`config.mk`:
```
export PLATFORM = sky130hd
export DESIGN_NAME = prog_address_decoder
export DESIGN_NICKNAME = d
export VERILOG_FILES = /design/src/rtl/prog_address_decoder.sv
export SDC_FILE = /design/constraint.sdc
export NUM_CORES = 1
export LEC_CHECK = 0
export BUFFER_PORTS_ARGS = -buffer_cell sky130_fd_sc_hd__buf_4
export CAP_MARGIN = 15
export CELL_PAD_IN_SITES_DETAIL_PLACEMENT = 1
export CELL_PAD_IN_SITES_GLOBAL_PLACEMENT = 1
export CORE_MARGIN = 5
export CORE_UTILIZATION = 40
export CTS_CLUSTER_DIAMETER = 40
export DETAILED_ROUTE_END_ITERATION = 12
export PLACE_DENSITY_LB_ADDON = 0.1
export RECOVER_POWER = 25
export SKIP_CTS_REPAIR_TIMING = 1
export SLEW_MARGIN = 20
export SYNTH_ARGS = -nofsm -noshare
export SYNTH_HDL_FRONTEND = slang
export SYNTH_SLANG_ARGS = --single-unit
```
`constraint.sdc`:
```
create_clock -name Clk -period 2.6 [get_ports Clk]
set_clock_uncertainty 0.05 [all_clocks]
set_input_delay 0.78 -clock Clk [delete_from_list [all_inputs] [get_ports Clk]]
set_output_delay 0.78 -clock Clk [all_outputs]
set_load 0.02 [all_outputs]
```
`src/rtl/prog_address_decoder.sv`:
```
// Programmable 68K address decoder: run-time base/mask/enable windows, a one-hot
// chip select latched for the whole bus cycle, and a DTACK watchdog.
module prog_address_decoder #(
    parameter int                ADDR_W      = 32,
    parameter int                NUM_REGIONS = 8,
    parameter int                IDX_W       = 4,
    parameter int                TIMEOUT     = 255,
    parameter logic [ADDR_W-1:0] R0_BASE     = ADDR_W'(32'h0000_0000),
    parameter logic [ADDR_W-1:0] R0_MASK     = ADDR_W'(32'hFFFF_8000)
) (
    input  logic                   Clk,
    input  logic                   Reset_H,
    input  logic [ADDR_W-1:0]      Address,
    input  logic                   AS_L,
    input  logic                   DtackIn_L,
    input  logic                   CfgWe_H,
    input  logic [IDX_W-1:0]       CfgIdx,
    input  logic [1:0]             CfgField,
    input  logic [ADDR_W-1:0]      CfgData,
    output logic [NUM_REGIONS-1:0] Select_H,
    output logic                   Unmapped_H,
    output logic                   BusError_L,
    output logic                   Busy_H
);

    localparam int               TMR_W    = $clog2(TIMEOUT + 1);
    localparam logic [TMR_W-1:0] TMR_LAST = TMR_W'(TIMEOUT - 1);
    localparam logic [TMR_W-1:0] TMR_MAX  = '1;

    typedef enum logic [1:0] {
        S_IDLE   = 2'd0,
        S_ACTIVE = 2'd1,
        S_ERROR  = 2'd2
    } state_e;

    state_e                   state_q, state_d;
    logic [NUM_REGIONS-1:0]   sel_q, sel_d;
    logic                     unmapped_q, unmapped_d;
    logic                     bus_err_l_q, bus_err_l_d;
    logic [TMR_W-1:0]         tmr_q, tmr_d;

    logic [ADDR_W-1:0]        base_q [NUM_REGIONS];
    logic [ADDR_W-1:0]        base_d [NUM_REGIONS];
    logic [ADDR_W-1:0]        mask_q [NUM_REGIONS];
    logic [ADDR_W-1:0]        mask_d [NUM_REGIONS];
    logic [NUM_REGIONS-1:0]   en_q, en_d;

    logic                     hit;
    logic [NUM_REGIONS-1:0]   win;

    // Scan from the top so the lowest matching index is the last to overwrite win.
    always_comb begin
        hit = 1'b0;
        win = '0;
        for (int i = NUM_REGIONS - 1; i >= 0; i--) begin
            if (en_q[i] && ((Address & mask_q[i]) == (base_q[i] & mask_q[i]))) begin
                hit    = 1'b1;
                win    = '0;
                win[i] = 1'b1;
            end
        end
    end

    // Indices beyond the table simply never compare equal, so they are dropped.
    always_comb begin
        base_d = base_q;
        mask_d = mask_q;
        en_d   = en_q;
        for (int i = 0; i < NUM_REGIONS; i++) begin
            if (CfgWe_H && (32'(CfgIdx) == 32'(i))) begin
                case (CfgField)
                    2'd0:    base_d[i] = CfgData;
                    2'd1:    mask_d[i] = CfgData;
                    2'd2:    en_d[i]   = CfgData[0];
                    default: ;
                endcase
            end
        end
    end

    always_comb begin
        state_d     = state_q;
        sel_d       = sel_q;
        unmapped_d  = unmapped_q;
        bus_err_l_d = bus_err_l_q;
        tmr_d       = tmr_q;
        case (state_q)
            S_IDLE: begin
                sel_d       = '0;
                unmapped_d  = 1'b0;
                bus_err_l_d = 1'b1;
                tmr_d       = '0;
                if (!AS_L) begin
                    if (hit) begin
                        state_d = S_ACTIVE;
                        sel_d   = win;
                    end else begin
                        state_d     = S_ERROR;
                        unmapped_d  = 1'b1;
                        bus_err_l_d = 1'b0;
                    end
                end
            end
            S_ACTIVE: begin
                // End of bus cycle wins over a timeout landing on the same edge.
                if (AS_L) begin
                    state_d = S_IDLE;
                    sel_d   = '0;
                    tmr_d   = '0;
                end else if (DtackIn_L) begin
                    if (tmr_q == TMR_LAST) begin
                        state_d     = S_ERROR;
                        bus_err_l_d = 1'b0;
                    end else if (tmr_q != TMR_MAX) begin
                        tmr_d = tmr_q + 1'b1;
                    end
                end
            end
            S_ERROR: begin
                if (AS_L) begin
                    state_d     = S_IDLE;
                    sel_d       = '0;
                    unmapped_d  = 1'b0;
                    bus_err_l_d = 1'b1;
                    tmr_d       = '0;
                end
            end
            default: begin
                state_d = S_IDLE;
            end
        endcase
    end

    always_ff @(posedge Clk) begin
        if (Reset_H) begin
            state_q     <= S_IDLE;
            sel_q       <= '0;
            unmapped_q  <= 1'b0;
            bus_err_l_q <= 1'b1;
            tmr_q       <= '0;
            for (int i = 0; i < NUM_REGIONS; i++) begin
                base_q[i] <= (i == 0) ? R0_BASE : '0;
                mask_q[i] <= (i == 0) ? R0_MASK : '0;
                en_q[i]   <= (i == 0);
            end
        end else begin
            state_q     <= state_d;
            sel_q       <= sel_d;
            unmapped_q  <= unmapped_d;
            bus_err_l_q <= bus_err_l_d;
            tmr_q       <= tmr_d;
            base_q      <= base_d;
            mask_q      <= mask_d;
            en_q        <= en_d;
        end
    end

    assign Select_H   = sel_q;
    assign Unmapped_H = unmapped_q;
    assign BusError_L = bus_err_l_q;
    assign Busy_H     = (state_q != S_IDLE);

endmodule

```
After elaboration in Yosys (flattened, before gate mapping)

Cells that the tools add are included.

Logic and storage cells: 173
Bits of input ports: 75
Flip-flop bits (word level): 540
Output and inout port bits: 11

$add $sub $neg: 1
Muxes and demuxes: 43
Equal/unequal tests: 31
Reductions and logical operators: 53
Bitwise logic cells: 16

Operator list:

| kind                                                                   | count |
|---|---|
| 32-bit AND                                                             | 16 |
| 32-bit equality test                                                   | 8 |
| 8-bit 2-to-1 mux                                                       | 15 |
| 2-bit AND reduction                                                    | 26 |
| 8-bit one-hot mux with 3 select lines                                  | 1 |
| 1-bit 2-to-1 mux                                                       | 17 |
| 4-bit by 3-bit equality test with 1-bit output (second input constant) | 4 |
| 1-bit logical AND                                                      | 16 |
| 8-bit one-hot mux with 2 select lines                                  | 1 |
| 2-bit 2-to-1 mux                                                       | 6 |
| 3-bit inequality test (second input constant)                          | 4 |
| 2-bit inequality test (second input constant)                          | 5 |
| 5-bit AND reduction                                                    | 2 |
| 8-bit by 1-bit adder with 8-bit output (second input constant)         | 1 |
| 4-bit by 2-bit equality test with 1-bit output (second input constant) | 2 |
| 8-bit equality test (second input constant)                            | 1 |
| 8-bit inequality test (second input constant)                          | 1 |
| 2-bit one-hot mux with 3 select lines                                  | 1 |
| 2-bit nonzero test                                                     | 3 |
| 2-bit by 1-bit equality test with 1-bit output (second input constant) | 2 |
| 2-bit equality test (second input constant)                            | 2 |
| 4-bit by 1-bit equality test with 1-bit output (second input constant) | 1 |
| 2-bit logical NOT                                                      | 2 |
| 4-bit logical NOT                                                      | 1 |
| 6 further kinds                                                        | 6 |

Depth between registers and ports, before layout

Gate-level depths: netlist of run 1.

Depth after elaboration: 14
Mapped depth: 10
Gate-level depth less buffers: 10

Worst setup path after synthesis of run 1

No wires, ideal clock.

Path kind: input to register
From: input port Address[10]
To: register unmapped_q, in the netlist Unmapped_H
Data required time: 2.480 ns
Stages on the path: 9
Setup time: 0.070 ns
Setup slack: 0.244 ns
Path buffers: 1
Arrival time: 2.236 ns
Path through: buf_4 xor2_1 a22o_1 a221oi_1 and3_4 a22oi_2 nand4_2 or4_1 a21oi_1

Cells in the longest elaborated chain, start to end: 14
Elaborated cells between the ends (all ways): 35
Those cells by class: 8 x eq/ne; 11 x mux; 8 x bitwise; 8 x reduce/logical

RTL lines:

| what                                      | RTL line | source |
|---|---|---|
| start, declared                           | 13       | `input logic [ADDR_W-1:0] Address,` |
| 32-bit AND                                | 56       | `if (en_q[i] && ((Address & mask_q[i]) == (base_q[i] & mask_q[i]))) begin` |
| 32-bit equality test                      | 56       |  |
| 1-bit logical AND                         | 56       |  |
| 1-bit 2-to-1 mux (7 in a row)             | 56       |  |
| 1-bit 2-to-1 mux (*)                      | 56       |  |
| 1-bit 2-to-1 mux (*)                      | 94       | `if (hit) begin` |
| 1-bit 2-to-1 mux (*)                      | 93       | `if (!AS_L) begin` |
| 1-bit one-hot mux with 2 select lines (*) | 87       | `case (state_q)` |
| end signal, assigned                      | 149      | `unmapped_q <= unmapped_d;` |
| end, declared                             | 38       | `logic unmapped_q, unmapped_d;` |

Mark *: on every way between the ends. The rest lies on a longest branch, timed or not.
A chain may end at the register's enable or synchronous reset.

Worst setup path in the final report of run 1

From: input port Address[19]
To: register state_q[0]

Cells in the longest elaborated chain, start to end: 14
Elaborated cells between the ends (all ways): 35
Those cells by class: 8 x eq/ne; 11 x mux; 8 x bitwise; 8 x reduce/logical

RTL lines:

| what                                      | RTL line | source |
|---|---|---|
| 32-bit AND                                | 56       |  |
| 32-bit equality test                      | 56       |  |
| 1-bit logical AND                         | 56       |  |
| 1-bit 2-to-1 mux (7 in a row)             | 56       |  |
| 1-bit 2-to-1 mux (*)                      | 56       |  |
| 2-bit 2-to-1 mux (*)                      | 94       |  |
| 2-bit 2-to-1 mux (*)                      | 93       |  |
| 2-bit one-hot mux with 3 select lines (*) | 87       |  |
| end signal, assigned                      | 147      | `state_q <= state_d;` |
| end, declared                             | 36       | `state_e state_q, state_d;` |

Mark *: on every way between the ends. The rest lies on a longest branch, timed or not. The select of a mux whose other input is x is not followed.

==> results by group, run 1 <==
Worst setup path
  • Critical-path cell list: buf_4 > xor2_1 > a222oi_1 > and3_1 > buf_4 > a22oi_4 > nand4_2 > buf_4 > nand4_1 > a21oi_1
  • Setup Crit Path Kind: primary input to register
  • Crit-path slowest cell: a222oi_1
  • CP most frequent cell: buf_4
  • Critical path's top delay family: compound AO/OA/AOI/OAI gates
  • Crit path max fanout: 8
  • Buf+Inv Stages, Crit Path: 3
  • Crit path largest cell delay: ~0.68 ns
  • CP arrival: around 3 ns
  • Worst reg-to-reg path cell count: 11
  • Worst setup SP type: primary input
  • Crit end category: register
  • Critical Path Stages: 10
  • WP data required: between 3 and 4 ns

Global routing
  • Antenna violations before repair: 2
  • First-pass GRT wire length: ~140000 um
  • Largest net degree at the start of global routing: 105
  • Tot GR Track Use: just under 30%
  • Global route overflow: 0
  • Vias in the first global route: around 22000

STA
  • Setup WS post-layout: a little over 0.1 ns
  • Fin crit period: ~2.5 ns
  • Measured slew at the worst slew-check pin: just over 1 ns
  • Setup TNS: 0 ns
  • Tcrit/Tclk final: a little over nine tenths
  • Final hold violations: 0
  • Setup violations, final: 0
  • Slew HR: between 30% and 40%
  • Fmax: 0.4006 GHz
  • Hold_ws: 0.4033 ns
  • Unrepaired setup endpoints after global routing: false
  • Fin. max-slew vios: 0

Placed design
  • Placed instance area: ~25000 um^2
  • Final Wtd Congestion: 0.8347
  • Pre-CTS WS: -0.4834 ns
  • Placed cell count: between 3000 and 4000
  • # port buffers: 85
  • Dpl hpwl: about 62000 um

Drt
  • Post-route DRC: 0
  • Per-cell routed wire length: between 20 and 25 um
  • Vias per inst: about 5.5
  • Wirelength, routed: about 95000 um
  • Final ANT Viol Nets: 0
  • First-pass DRT Iterations: 5
  • 1st-iter DRT viols: ~1600
  • Vias: 21456

Clocking
  • Clk_lat worst skew: between 0.6 and 0.7 ns
  • CTS sink cnt: 540
  • Number of buffers created by CTS: 95
  • Reg clk slew, reported paths: 0.05 ns
  • CTS Buffer Depth: 3
  • CTS tree: yes
  • H-tree levels: 3
  • Root buf cell: clkbuf_16

Die
  • Initial Utilization: between 40% and 50%
  • Die Wd: 249.9 um
  • Core box area: roughly 57000 um^2
  • Die ar.: between 60000 and 70000 um^2
  • Row count: 88
  • Top Ports: 86
  • Die height: between 200 and 250 um

Synthesis
  • Yosys warns: 0
  • Synth top cells by count: nand2_1, dfxtp_1, a21oi_1
  • Count leader, synth: nand2_1
  • Syn Area/Cell: approximately 7.8 um^2
  • Synth top area share: 46.94%
  • Async SR Flop Fraction: 0%
  • Number of library cell types mapped by synthesis: ~50
  • Seq cells post-synth: 540
  • Largest area contributor in the netlist: dfxtp_1
  • Syn Std Cell Area: about 23000 um^2
  • Main synth FF type: dfxtp_1
  • Post-synthesis sequential area ratio: approximately 47%
  • Syn Inst Count: between 2000 and 3000
  • EDFF count, synth: 0
  • Syn_nets: roughly 3000
  • Synth top area cells: dfxtp_1, nand2_1, a21oi_1, xor2_1, clkbuf_1

Power
  • Pwr dens: 806.0 nW/um^2
  • Cell leakage power: 10.74 nW
  • Pwr Total: approximately 23 mW
  • Worst vdd ir: between 700 and 800 uV

Outcome
  • Status: complete, no violations

Worst hold path
  • Hold path depth: 2
  • Min-Delay Path Class: register to register

Finish
  • Area of the multi-input gates: about 11000 um^2
  • Util after Layout: around half
  • Nets: around 3100
  • Area growth from synthesis to layout: 24.48%
  • Final instance area: ~29000 um^2
  • Fill count: between 6000 and 7000
  • Non-Filler Instances: approximately 3900
  • ANT cells: 0
  • Reg area: around 11000 um^2
  • Fraction of layout instances using a drive strength above 1: about 14%

Run
  • # Max-Cap Violations: 0
[cell usage in the layout (no fill, tap or decap), types with 7 or more instances in the layout]
cell type / synthesis / routed
xor2_1: 256 / 256
nand2_1: 1079 / 1078
clkbuf_1: 211 / 16
dfxtp_1: 540 / 540
clkbuf_2: 0 / 8
clkbuf_8: 0 / 12
nand4_1: 31 / 31
a22oi_1: 80 / 80
clkbuf_16: 0 / 97
nor3_1: 15 / 12
bufinv_16: 0 / 19
buf_12: 0 / 38
a21oi_1: 513 / 513
a222oi_1: 8 / 8
clkinvlp_4: 0 / 7
a22o_1: 18 / 18
nor2_1: 26 / 22
nand3_1: 9 / 9
a221oi_1: 16 / 16
nand3b_1: 18 / 18
o21ai_0: 9 / 9
clkinv_2: 0 / 10
inv_1: 7 / 7
buf_4: 25 / 195
[worst min-delay path, cell delays in order (launching register included)]
cell	delay, ns
dfxtp_1	0.30
nand2_1	0.05
a21oi_1	0.05
[state kept, by name, summed over array words and instances (netlist names)]
signal	cells
Unmapped_H	1
base_q	256
tmr_q	8
state_q	2
BusError_L	1
Select_H	8
en_q	8
mask_q	256
[layer usage]
layer | vias up | part of all wire [%] | track usage, %
met4 | 0 | 4.2 | 10.90
met1 | 10814 | 43 | 38.95
met3 | 178 | 5.9 | 5.085
li1 | 9849 | - | -
met5 | - | 0 | 0
met2 | 615 | 46 | 48.55
[final cells by class]
class                           count  share of cell area [%]
Sequential cell                   540                   37.71
Clock buffer                      122                   9.213
Inverter                            7                 0.09166
Timing Repair Buffer              248                   8.061
Multi-Input combinational cell   2144                   38.83
Clock inverter                     48                   2.754
Tap cell                          765                   3.339
[path summary, 6_finish.rpt]
| path | startpoint | end | slack, ns |
|---|---|---|---|
| worst max register to register | base_q[87]$_SDFFE_PP0P_ | state_q[1]$_SDFFE_PP0P_ | 0.22 |
| worst max-delay path | Address[19] | state_q[0]$_SDFFE_PP0P_ | 0.10 |
| worst min-delay path | mask_q[104]$_SDFFE_PP0P_ | mask_q[104]$_SDFFE_PP0P_ | 0.40 |
| worst min register to register | mask_q[104]$_SDFFE_PP0P_ | mask_q[104]$_SDFFE_PP0P_ | 0.40 |
[power breakdown]
part	internal (mW)	switching (mW)	leakage [nW]	total [mW]
clock network	9.04	4.42	1.66	13.5
registers	8.33	0.0265	4.35	8.36
logic	0.395	0.899	4.73	1.29
[kinds of logic after synthesis]
kind of cell    Yosys count  synth area share, %
compound gates          658                16.19
buf+inv                 267                5.080
mux                       2              0.08693
xor+xnor                262                10.09
fa+ha+maj                 6               0.3260
flops                   540                46.94
simple gates           1216                21.28
No activity file was read; power rests on OpenSTA's default activity.
==> inputs of run 2 (changes only) <==
- CTS_BUF_LIST: unset -> sky130_fd_sc_hd__clkbuf_16
- clock period: 2.6 -> 2.06 ns (I/O delays scaled with it)
==> results by group, run 2 (synthesis results as in run 1) <==
Clocking
  • CTS tree: yes
  • Number of buffers created by CTS: 96 (+1.1%)
  • H-tree levels: 3 (unchanged)
  • Clk_lat worst skew: 0.66 ns (+0.03 ns)
  • Reg clk slew, reported paths: 0.05 ns (about the same)
  • Root buf cell: clkbuf_16
  • CTS Buffer Depth: 3 (unchanged)
  • CTS sink cnt: 540 (unchanged)

STA
  • Setup WS post-layout: -0.4004 ns (-0.5039 ns)
  • Tcrit/Tclk final: 119.4%
  • Fmax: a little over 0.4 GHz
  • Final hold violations: 0 (unchanged)
  • Fin. max-slew vios: 0 (unchanged)
  • Measured slew at the worst slew-check pin: 1.109 ns (+0.08850 ns)
  • Setup violations, final: 12 (+12)
  • Setup TNS: -3.870 ns (-3.870 ns)
  • Slew HR: 26.07% (-5.9 points)
  • Fin crit period: 2.460 ns
  • Unrepaired setup endpoints after global routing: true

Run
  • # Max-Cap Violations: 0 (unchanged)

Global routing
  • Antenna violations before repair: 1 (-1)
  • Largest net degree at the start of global routing: 82 (-22%)
  • Global route overflow: 0 (unchanged)
  • Vias in the first global route: 23000 (+2.9%)
  • Tot GR Track Use: 30.25% (+0.79 points)
  • First-pass GRT wire length: 143700 um (+2.1%)

Worst setup path
  • R2R Path End: state_q[1]$_SDFFE_PP0P_
  • Setup Crit Path Kind: register to register
  • Worst setup SP type: register
  • WP data required: 2.53 ns (-0.57 ns)
  • CP endpoint: state_q[1]$_SDFFE_PP0P_
  • Worst reg-to-reg path cell count: 7 (-4)
  • Crit end category: register
  • Crit path max fanout: 4 (-4)
  • Flop2flop setup slack: -0.40 ns (-0.62 ns)
  • Crit path from: base_q[197]$_SDFFE_PP0P_
  • CP arrival: 2.93 ns (-0.06 ns)
  • Worst r2r src: base_q[197]$_SDFFE_PP0P_

Finish
  • Most common cell after layout, fill and taps aside: nand2_1
  • Reg area: 10810 um^2 (about the same)
  • ANT cells: 0 (unchanged)
  • Final instance area: 29230 um^2 (+2.0%)
  • Area growth from synthesis to layout: 26.92%
  • Non-Filler Instances: 3920 (+1.2%)
  • Nets: 3159 (+1.3%)
  • Most frequent cells in the layout: nand2_1, dfxtp_1, a21oi_1
  • Area of the multi-input gates: 11240 um^2 (+0.93%)
  • Fill count: 6715 (-1.0%)
  • Fraction of layout instances using a drive strength above 1: 15.50% (+1.7 points)
  • Registers with the most flip-flops: base_q: 256 flops, mask_q: 256 flops

Worst hold path
  • Min-Delay Path Class: primary input to register

Power
  • Int Power: 21.54 mW (+21%)
  • Combinational share of power: 6.1% (+0.5 points)
  • Worst vdd ir: 593.8 uV (-16%)
  • Cell leakage power: 11.04 nW (+2.8%)
  • Pwr dens: 978.1 nW/um^2 (+21%)
  • Sw Ratio: 24.67% (+1.6 points)
  • Net Sw Power: 7.052 mW (+32%)
  • Sequential share of power: 36.9% (+0.7 points)
  • Clock power frac: 57.0% (-1.2 points)

Drt
  • Final ANT Viol Nets: 0 (unchanged)
  • First-pass DRT Iterations: 7 (+2)
  • Per-cell routed wire length: 24.83 um (+1.1%)
  • Post-route DRC: 0 (unchanged)
  • 1st-iter DRT viols: 1548 (-1.1%)
  • Wirelength, routed: 97350 um (+2.3%)
  • Vias: 21795 (+1.6%)
  • Vias per inst: 5.560 (+0.39%)

Die
  • Top Ports: 86 (unchanged)
  • Die ar.: 62470 um^2 (unchanged)
  • Initial Utilization: 40.15% (unchanged)
  • Die Wd: 249.9 um (unchanged)
  • Die height: 249.9 um (unchanged)
  • Core box area: 57370 um^2 (unchanged)
  • Row count: 88 (unchanged)

Placed design
  • # port buffers: 85 (unchanged)
  • Placed cell count: 3743 (+1.1%)
  • Placed instance area: 25950 um^2 (+2.2%)
  • Dpl hpwl: 64680 um (+4.1%)
  • Final Wtd Congestion: 0.8565 (+2.6%)

Outcome
  • Status: finished, violations left
  • Failing checks: negative setup slack
## run 2: cell types whose count changed in the layout (fill, tap and decap cells not counted), sizes merged
cell      previous run  this run
clkinv              15        38
bufinv              19        15
clkbuf             135       113
inv                 14        27
buf                235       272
clkinvlp             7         6
## run 2: metal layers
layer,global-route usage [%],share of wire [%],up-vias
met2,50.31,47,659
met3,5.534,6.0,205
li1,-,-,9939
met4,13.74,4.7,2
met1,38.35,43,10990
met5,0,0.0072,-
## run 2: metrics by stage
stage / setup WS [ns] / total power, mW / utilization [%] / hold WS (ns)
2_1_floorplan: -0.1186 / 11.56 / - / 0.3857
3_3_place_gp: -1.019 / 12.43 / 45.23 / 0.3897
3_5_place_dp: -1.052 / 12.45 / 45.23 / 0.3964
4_1_cts: -0.3717 / 28.73 / 50.99 / 0.2188
5_1_grt: -0.3467 / 29.35 / 50.95 / 0.2259
6_report: -0.4004 / 28.59 / 50.95 / 0.2351
## run 2: worst max-delay path: stages (launching register included)
cell and delay [ns]:
dfxtp_2 0.32, xor2_1 0.15, a222oi_1 0.96, and3_4 0.40, a22oi_4 0.10, nand4_4 0.12
o21a_1 0.18, a211oi_2 0.05
## run 2: worst min path at each step
| stage | from | end | slack (ns) | depth (start not counted) |
|---|---|---|---|---|
| floorplan | mask_q[133]$_SDFFE_PP0P_ | mask_q[133]$_SDFFE_PP0P_ | 0.39 | 2 |
| global placement | mask_q[105]$_SDFFE_PP0P_ | mask_q[105]$_SDFFE_PP0P_ | 0.39 | 2 |
| detailed placement | mask_q[27]$_SDFFE_PP0P_ | mask_q[27]$_SDFFE_PP0P_ | 0.40 | 2 |
| CTS | Reset_H | Select_H[2]$_SDFFE_PP0P_ | 0.22 | 2 |
| global route | Reset_H | Select_H[2]$_SDFFE_PP0P_ | 0.23 | 2 |
| finish | Reset_H | Select_H[2]$_SDFFE_PP0P_ | 0.24 | 2 |
## run 2: final cells by class
type                            count  area share [%]
Inverter                            7         0.08989
Clock inverter                     79           3.086
Timing Repair Buffer              289           9.897
Tap cell                          765           3.275
Clock buffer                       96           8.219
Multi-Input combinational cell   2144           38.44
Sequential cell                   540           36.99
## run 2: power groups by stage
stage	logic, mW	registers [mW]	clock network, mW
2_1_floorplan	0.804	10.8	0
3_3_place_gp	1.68	10.8	0
3_5_place_dp	1.70	10.8	0
4_1_cts	1.71	10.5	16.5
5_1_grt	1.81	10.5	17.0
6_report	1.73	10.5	16.3
